===== src/rtl/drive_ctrl.sv =====
// Decision stage for the line-following car: obstacle hysteresis filter, turn hold,
// lost-line search and halt, producing the registered motor command.
module drive_ctrl #(
  parameter int unsigned TICK_DIV     = 100000,
  parameter logic [19:0] STOP_DIST    = 20'd1500,
  parameter logic [19:0] GO_DIST      = 20'd2000,
  parameter int unsigned OBS_CNT      = 8,
  parameter int unsigned CLR_CNT      = 8,
  parameter int unsigned HOLD_TICKS   = 50,
  parameter int unsigned SEARCH_TICKS = 500
) (
  input  logic        clk,
  input  logic        rst,
  input  logic [19:0] distance,
  input  logic [1:0]  tracker_state,
  output logic [1:0]  mode,
  output logic [2:0]  state_o,
  output logic        obstacle
);

  localparam int TW = (TICK_DIV > 1) ? $clog2(TICK_DIV) : 1;
  localparam int NW = $clog2(OBS_CNT + 1);
  localparam int FW = $clog2(CLR_CNT + 1);
  localparam int HW = $clog2(HOLD_TICKS + 1);
  localparam int SW = $clog2(SEARCH_TICKS + 1);

  localparam logic [TW-1:0] TICK_LAST = TW'(TICK_DIV - 1);
  localparam logic [NW-1:0] NEAR_MAX  = NW'(OBS_CNT);
  localparam logic [FW-1:0] FAR_MAX   = FW'(CLR_CNT);
  localparam logic [HW-1:0] HOLD_MAX  = HW'(HOLD_TICKS);
  localparam logic [SW-1:0] SRCH_MAX  = SW'(SEARCH_TICKS);

  localparam logic [1:0] M_STOP  = 2'b00;
  localparam logic [1:0] M_FWD   = 2'b01;
  localparam logic [1:0] M_LEFT  = 2'b10;
  localparam logic [1:0] M_RIGHT = 2'b11;

  typedef enum logic [2:0] {
    ST_FOLLOW  = 3'd0,
    ST_TURN_L  = 3'd1,
    ST_TURN_R  = 3'd2,
    ST_SEARCH  = 3'd3,
    ST_BLOCKED = 3'd4,
    ST_HALT    = 3'd5
  } state_e;

  state_e        state_q, state_d, st_upd_s;
  logic [TW-1:0] tick_cnt_q, tick_cnt_d;
  logic [NW-1:0] near_cnt_q, near_cnt_d, near_upd_s;
  logic [FW-1:0] far_cnt_q, far_cnt_d, far_upd_s;
  logic [HW-1:0] hold_cnt_q, hold_cnt_d, hold_inc_s, hold_upd_s;
  logic [SW-1:0] srch_cnt_q, srch_cnt_d, srch_inc_s, srch_upd_s;
  logic          obs_q, obs_d, obs_upd_s;
  logic          last_dir_q, last_dir_d, dir_upd_s;  // 0 = LEFT, 1 = RIGHT
  logic [1:0]    mode_q, mode_d;
  logic          tick_s, near_s, far_s;

  function automatic logic [1:0] mode_of(input state_e st, input logic dir_right);
    case (st)
      ST_FOLLOW: mode_of = M_FWD;
      ST_TURN_L: mode_of = M_LEFT;
      ST_TURN_R: mode_of = M_RIGHT;
      ST_SEARCH: mode_of = dir_right ? M_RIGHT : M_LEFT;
      default:   mode_of = M_STOP;
    endcase
  endfunction

  // Tick strobe and hysteresis filter; a zero distance means no echo, hence far.
  always_comb begin
    tick_s = (tick_cnt_q == TICK_LAST);
    near_s = (distance != 20'd0) && (distance < STOP_DIST);
    far_s  = (distance == 20'd0) || (distance >= GO_DIST);
    near_upd_s = near_cnt_q;
    far_upd_s  = far_cnt_q;
    if (near_s) begin
      near_upd_s = (near_cnt_q == NEAR_MAX) ? near_cnt_q : near_cnt_q + NW'(1);
      far_upd_s  = '0;
    end else if (far_s) begin
      far_upd_s  = (far_cnt_q == FAR_MAX) ? far_cnt_q : far_cnt_q + FW'(1);
      near_upd_s = '0;
    end else begin
      near_upd_s = near_cnt_q;
      far_upd_s  = far_cnt_q;
    end
    if (near_s && (near_upd_s == NEAR_MAX)) begin
      obs_upd_s = 1'b1;
    end else if (far_s && (far_upd_s == FAR_MAX)) begin
      obs_upd_s = 1'b0;
    end else begin
      obs_upd_s = obs_q;
    end
  end

  // Next-state rules; the freshly filtered obstacle wins over every tracker move except in HALT.
  always_comb begin
    hold_inc_s = (hold_cnt_q == HOLD_MAX) ? hold_cnt_q : hold_cnt_q + HW'(1);
    srch_inc_s = (srch_cnt_q == SRCH_MAX) ? srch_cnt_q : srch_cnt_q + SW'(1);
    st_upd_s   = state_q;
    if ((state_q != ST_HALT) && obs_upd_s) begin
      st_upd_s = ST_BLOCKED;
    end else begin
      case (state_q)
        ST_FOLLOW: begin
          case (tracker_state)
            2'b01:   st_upd_s = ST_TURN_L;
            2'b10:   st_upd_s = ST_TURN_R;
            2'b11:   st_upd_s = ST_SEARCH;
            default: st_upd_s = ST_FOLLOW;
          endcase
        end
        ST_TURN_L, ST_TURN_R: begin
          if (hold_cnt_q >= HOLD_MAX) begin
            case (tracker_state)
              2'b00:   st_upd_s = ST_FOLLOW;
              2'b01:   st_upd_s = ST_TURN_L;
              2'b10:   st_upd_s = ST_TURN_R;
              default: st_upd_s = ST_SEARCH;
            endcase
          end else begin
            st_upd_s = state_q;
          end
        end
        ST_SEARCH: begin
          if (tracker_state != 2'b11) begin
            st_upd_s = ST_FOLLOW;
          end else if (srch_inc_s == SRCH_MAX) begin
            st_upd_s = ST_HALT;
          end else begin
            st_upd_s = ST_SEARCH;
          end
        end
        ST_BLOCKED: begin
          if (!obs_upd_s) begin
            st_upd_s = ST_FOLLOW;
          end else begin
            st_upd_s = ST_BLOCKED;
          end
        end
        ST_HALT: begin
          if (tracker_state == 2'b00) begin
            st_upd_s = ST_FOLLOW;
          end else begin
            st_upd_s = ST_HALT;
          end
        end
        default: st_upd_s = ST_BLOCKED;
      endcase
    end
  end

  // Dwell counters restart on any state change; direction memory latches on turn entry.
  always_comb begin
    if (st_upd_s != state_q) begin
      hold_upd_s = '0;
      srch_upd_s = '0;
    end else begin
      hold_upd_s = hold_inc_s;
      srch_upd_s = srch_inc_s;
    end
    if ((st_upd_s == ST_TURN_L) && (state_q != ST_TURN_L)) begin
      dir_upd_s = 1'b0;
    end else if ((st_upd_s == ST_TURN_R) && (state_q != ST_TURN_R)) begin
      dir_upd_s = 1'b1;
    end else begin
      dir_upd_s = last_dir_q;
    end
  end

  // Commit the tick-cycle results; between ticks everything holds.
  always_comb begin
    tick_cnt_d = tick_s ? '0 : tick_cnt_q + TW'(1);
    if (tick_s) begin
      near_cnt_d = near_upd_s;
      far_cnt_d  = far_upd_s;
      obs_d      = obs_upd_s;
      state_d    = st_upd_s;
      hold_cnt_d = hold_upd_s;
      srch_cnt_d = srch_upd_s;
      last_dir_d = dir_upd_s;
      mode_d     = mode_of(st_upd_s, dir_upd_s);
    end else begin
      near_cnt_d = near_cnt_q;
      far_cnt_d  = far_cnt_q;
      obs_d      = obs_q;
      state_d    = state_q;
      hold_cnt_d = hold_cnt_q;
      srch_cnt_d = srch_cnt_q;
      last_dir_d = last_dir_q;
      mode_d     = mode_q;
    end
  end

  // State and output registers.
  always_ff @(posedge clk or negedge rst) begin
    if (!rst) begin
      tick_cnt_q <= '0;
      near_cnt_q <= '0;
      far_cnt_q  <= '0;
      obs_q      <= 1'b0;
      state_q    <= ST_BLOCKED;
      hold_cnt_q <= '0;
      srch_cnt_q <= '0;
      last_dir_q <= 1'b0;
      mode_q     <= M_STOP;
    end else begin
      tick_cnt_q <= tick_cnt_d;
      near_cnt_q <= near_cnt_d;
      far_cnt_q  <= far_cnt_d;
      obs_q      <= obs_d;
      state_q    <= state_d;
      hold_cnt_q <= hold_cnt_d;
      srch_cnt_q <= srch_cnt_d;
      last_dir_q <= last_dir_d;
      mode_q     <= mode_d;
    end
  end

  assign mode     = mode_q;
  assign state_o  = state_q;
  assign obstacle = obs_q;

endmodule

===== config.mk =====
export PLATFORM = sky130hd
export DESIGN_NAME = drive_ctrl
export DESIGN_NICKNAME = d
export VERILOG_FILES = /design/src/rtl/drive_ctrl.sv
export SDC_FILE = /design/constraint.sdc
export NUM_CORES = 1
export LEC_CHECK = 0
export ABC_AREA = 0
export ABC_CLOCK_PERIOD_IN_PS = 2300
export BUFFER_PORTS_ARGS = -buffer_cell sky130_fd_sc_hd__buf_2
export CORE_ASPECT_RATIO = 0.8
export CORE_MARGIN = 4
export CORE_UTILIZATION = 40
export CTS_CLUSTER_DIAMETER = 120
export DETAILED_ROUTE_END_ITERATION = 10
export PLACE_DENSITY_LB_ADDON = 0.25
export SLEW_MARGIN = 5
export SYNTH_ARGS = -nofsm -noshare
export SYNTH_HDL_FRONTEND = slang
export SYNTH_SLANG_ARGS = --single-unit

===== constraint.sdc =====
create_clock -name clk -period 2.3 [get_ports clk]
set_input_delay 0.46 -clock clk [delete_from_list [all_inputs] [get_ports clk]]
set_output_delay 0.46 -clock clk [all_outputs]
set_load 0.05 [all_outputs]

==> flow_metrics.env <==
export IMPL_r2r_end="last_dir_q"
export IMPL_yosysWarnings=0
export IMPL_area_growth_pct=35.0
export IMPL_violations="setup timing"
export IMPL_via_per_inst=5.33
export IMPL_synth_top_family_by_area="simple AND/OR/NAND/NOR gates"
export IMPL_fin_worst_skew_ns=0.00684
export IMPL_layout_setup_ws_ns=-0.396
export IMPL_p_leak_uw=0.00187
export IMPL_path_class="flip-flop to flip-flop"
export IMPL_multi_input_area_um2=2010
export IMPL_synthArstFlopShare_pct=100
export IMPL_nets=474
export IMPL_wire_per_inst_um=14.3
export IMPL_synth_largest_area_cell="dfrtp_1"
export IMPL_grt_start_max_net_pins=48
export IMPL_period_share_pct=117
export IMPL_route_detailed_drc=0
export IMPL_start_util_pct=41.7
export IMPL_final_area_um2=4220
export IMPL_cts_made_buffers=5
export IMPL_synth_compound_area_share_pct=22.0
export IMPL_grtUsageTotal_pct=17.2
export IMPL_end_kind="flip-flop"
export IMPL_syn_avg_cell_area_um2=9.23
export IMPL_gp_congestion=0.831
export IMPL_drtAntennaViolNets=0
export IMPL_vias=2913
export IMPL_port_buffer_count=29
export IMPL_p_per_area_nw_per_um2=342
export IMPL_syn_cell_area_um2=3130
export IMPL_grt_first_pass_wirelength_um=13100
export IMPL_clock_path_buffers=2
export IMPL_start_kind="flip-flop"
export IMPL_die_area_um2=9310
export IMPL_cts_htree_levels=2
export IMPL_relSlewSlack_pct=58.8
export IMPL_synth_area_top_cells="dfrtp_1 37%, o21ai_0 4.8%, a22o_1 3.6%, ha_1 3.6%, nand2_1 3.6%"
export IMPL_synth_xor_area_share_pct=5.04
export IMPL_synth_nets=372
export IMPL_cts_tree="done"
export IMPL_grt_overflow=0
export IMPL_cp_slowest_cell="dfrtp_1"
export IMPL_cts_clk_slew_worst_paths_ns=0.10
export IMPL_worstPathArrival_ns=2.90
export IMPL_cts_root_buffer="clkbuf_8"
export IMPL_grt_antenna_before_repair=0
export IMPL_slew_viol_final=0
export IMPL_setup_violations=20
export IMPL_placed_area_um2=3850
export IMPL_num_fill_cells=688
export IMPL_die_height_um=87.1
export IMPL_fin_util_pct=56.3
export IMPL_hold_viol_final=0
export IMPL_critPathMaxFanout=5
export IMPL_reg2reg_depth=12
export IMPL_cp_cell_sequence="inv_2 > ha_4 > nand2_2 > or2_4 > o211a_1 > mux2_4 > buf_4 > buf_6 > or3b_4 > a211oi_4 > a31o_2 > a21oi_2"
export IMPL_yosys_cell_types_count=67
export IMPL_first_pass_iters=4
export IMPL_yosys_most_used_dff="dfrtp_1"
export IMPL_cpPeakStageDelay_ns=0.44
export IMPL_r2r_setup_slack_ns=-0.40
export IMPL_die_width_um=107
export IMPL_synth_fa_ha_area_share_pct=3.60
export IMPL_synth_enable_flop_cells=0
export IMPL_num_antenna_cells=0
export IMPL_place_ws_ns=-0.682
export IMPL_drt_total_wl_um=7800
export IMPL_rows=28
export IMPL_register_area_um2=1180
export IMPL_yosys_area_share_simple_pct=26.5
export IMPL_peakVddDrop_mv=0.253
export IMPL_first_iter_violations=171
export IMPL_worst_ep_required_time_ns=2.50
export IMPL_grt_pass1_vias=2782
export IMPL_yosysSeqAreaShare_pct=37.6
export IMPL_max_freq_ghz=0.371
export IMPL_hpwl_um=5700
export IMPL_status="complete, but fails checks"
export IMPL_cts_hold_buffers=0
export IMPL_syn_inst=339
export IMPL_worst_pin_slew_ns=0.618
export IMPL_drive_above_1_share_pct=40.3
export IMPL_rsz0062_at_grt="yes"
export IMPL_num_io_pins=30
export IMPL_fin_crit_ns=2.70
export IMPL_core_area_um2=7500
export IMPL_synthMuxAreaShare_pct=1.20
export IMPL_synth_top_area_share_pct=36.8
export IMPL_clock_sinks=47
export IMPL_ys_seq_elements=47
export IMPL_clock_latency_ns=0.31
export IMPL_rr_startpoint="far_cnt_q[0]"
export IMPL_maxCapViolCount=0
export IMPL_hold_class="primary input to asynchronous set/reset pin"
cell usage after synthesis (all sizes together) (2+ instances only):
cell type,n
dfrtp,46
o21ai,32
nand2,30
nor2,22
nand3,20
a21oi,15
a22o,15
inv,14
xnor2,10
ha,9
nor3,9
o31ai,8
xor2,8
and2,7
nor4,7
and3,6
and4,6
clkbuf,6
nand4,6
nor2b,6
or2,6
buf,5
or3,5
a31o,4
a21boi,3
mux2,3
nand2b,3
nor3b,3
o311a,3
a211oi,2
a31oi,2
nand3b,2
nor4b,2
or3b,2
per-layer routing:
layer / up-vias / wire, µm / part of all wire (%) / track usage (%)
li1: 1461 / - / - / -
met1: 1388 / 3970 / 51 / 24.7
met2: 59 / 3430 / 44 / 27.0
met3: 5 / 329 / 4.2 / 3.41
met4: 0 / 65 / 0.83 / 3.60
met5: - / 0 / 0 / 0
report_power, final:
| group | switching, µW | internal [µW] |
|---|---|---|
| registers | 1.66 | 828 |
| logic | 56.7 | 39.1 |
| clock network | 304 | 215 |
| total | 363 | 1080 |
cell usage in the layout, fill, tap and decap left out, drive strengths merged, types with 4 or more instances in the layout:
cell,count
buf,106
dfrtp,46
o21ai,32
nand2,30
nor2,22
nand3,20
a22o,15
inv,15
a21oi,15
xnor2,10
nor3,9
ha,9
xor2,8
o31ai,8
and2,7
nor4,7
nand4,6
and3,6
nor2b,6
and4,6
or2,6
clkbuf,5
or3,5
a31o,4
sequential cells by signal, indices dropped and copies added, names as in the netlist:
signal,count
srch_cnt_q,9
far_cnt_q,4
near_cnt_q,4
tick_cnt_q,17
obstacle,1
mode,2
hold_cnt_q,6
last_dir_q,1
state_o,3
through the flow:
step | TNS (ns) | total power (µW) | cells | hold slack [ns]
floorplan | -5.70 | 880 | 339 | 0.164
global placement | -11.00 | 934 | 527 | 0.459
finish | -5.87 | 1440 | 547 | 0.238
detailed placement | -11.96 | 936 | 527 | 0.463
global route | -8.07 | 1490 | 547 | 0.286
CTS | -5.49 | 1450 | 542 | 0.268
cell families (layout without fill, tap and decap cells):
family | Yosys count | count (layout)
xor+xnor | 18 | 18
mux | 3 | 3
simple gates | 143 | 143
fa+ha+maj | 9 | 9
compound gates | 94 | 94
buf+inv | 25 | 128
flops | 47 | 47
critical path: cells and delay by family, from the launching register on:
kind / cells / cell delay, ns
compound gates: 4 / 0.71
simple gates: 3 / 0.65
buf+inv: 3 / 0.34
flops: 1 / 0.44
mux: 1 / 0.31
fa+ha+maj: 1 / 0.13
final cells by class:
class	instances	share of cell area, %
multi-input cells	267	47.6
flip-flops and latches	47	27.9
repair buffers	106	18.1
well taps	105	3.11
clock buffers	5	1.63
inverters	14	1.24
clock inverters	3	0.444
how the worst max path moves through the flow:
stage | start | to | slack (ns) | depth (start not counted)
2_1_floorplan | distance[11] | hold_cnt_q[5] | -0.41 | 9
3_3_place_gp | distance[11] | hold_cnt_q[5] | -0.63 | 9
3_5_place_dp | distance[11] | srch_cnt_q[8] | -0.68 | 9
4_1_cts | far_cnt_q[0] | hold_cnt_q[3] | -0.33 | 10
5_1_grt | far_cnt_q[0] | hold_cnt_q[5] | -0.47 | 10
6_report | far_cnt_q[0] | last_dir_q | -0.40 | 12
timing repair:
item / CTS / global route
setup endpoints to repair: 21 / 21
pin swaps: 12 / 18
gates resized for setup: 24 / 22
setup buffers: 8 / 5
Power figures use the tool's default switching activity.
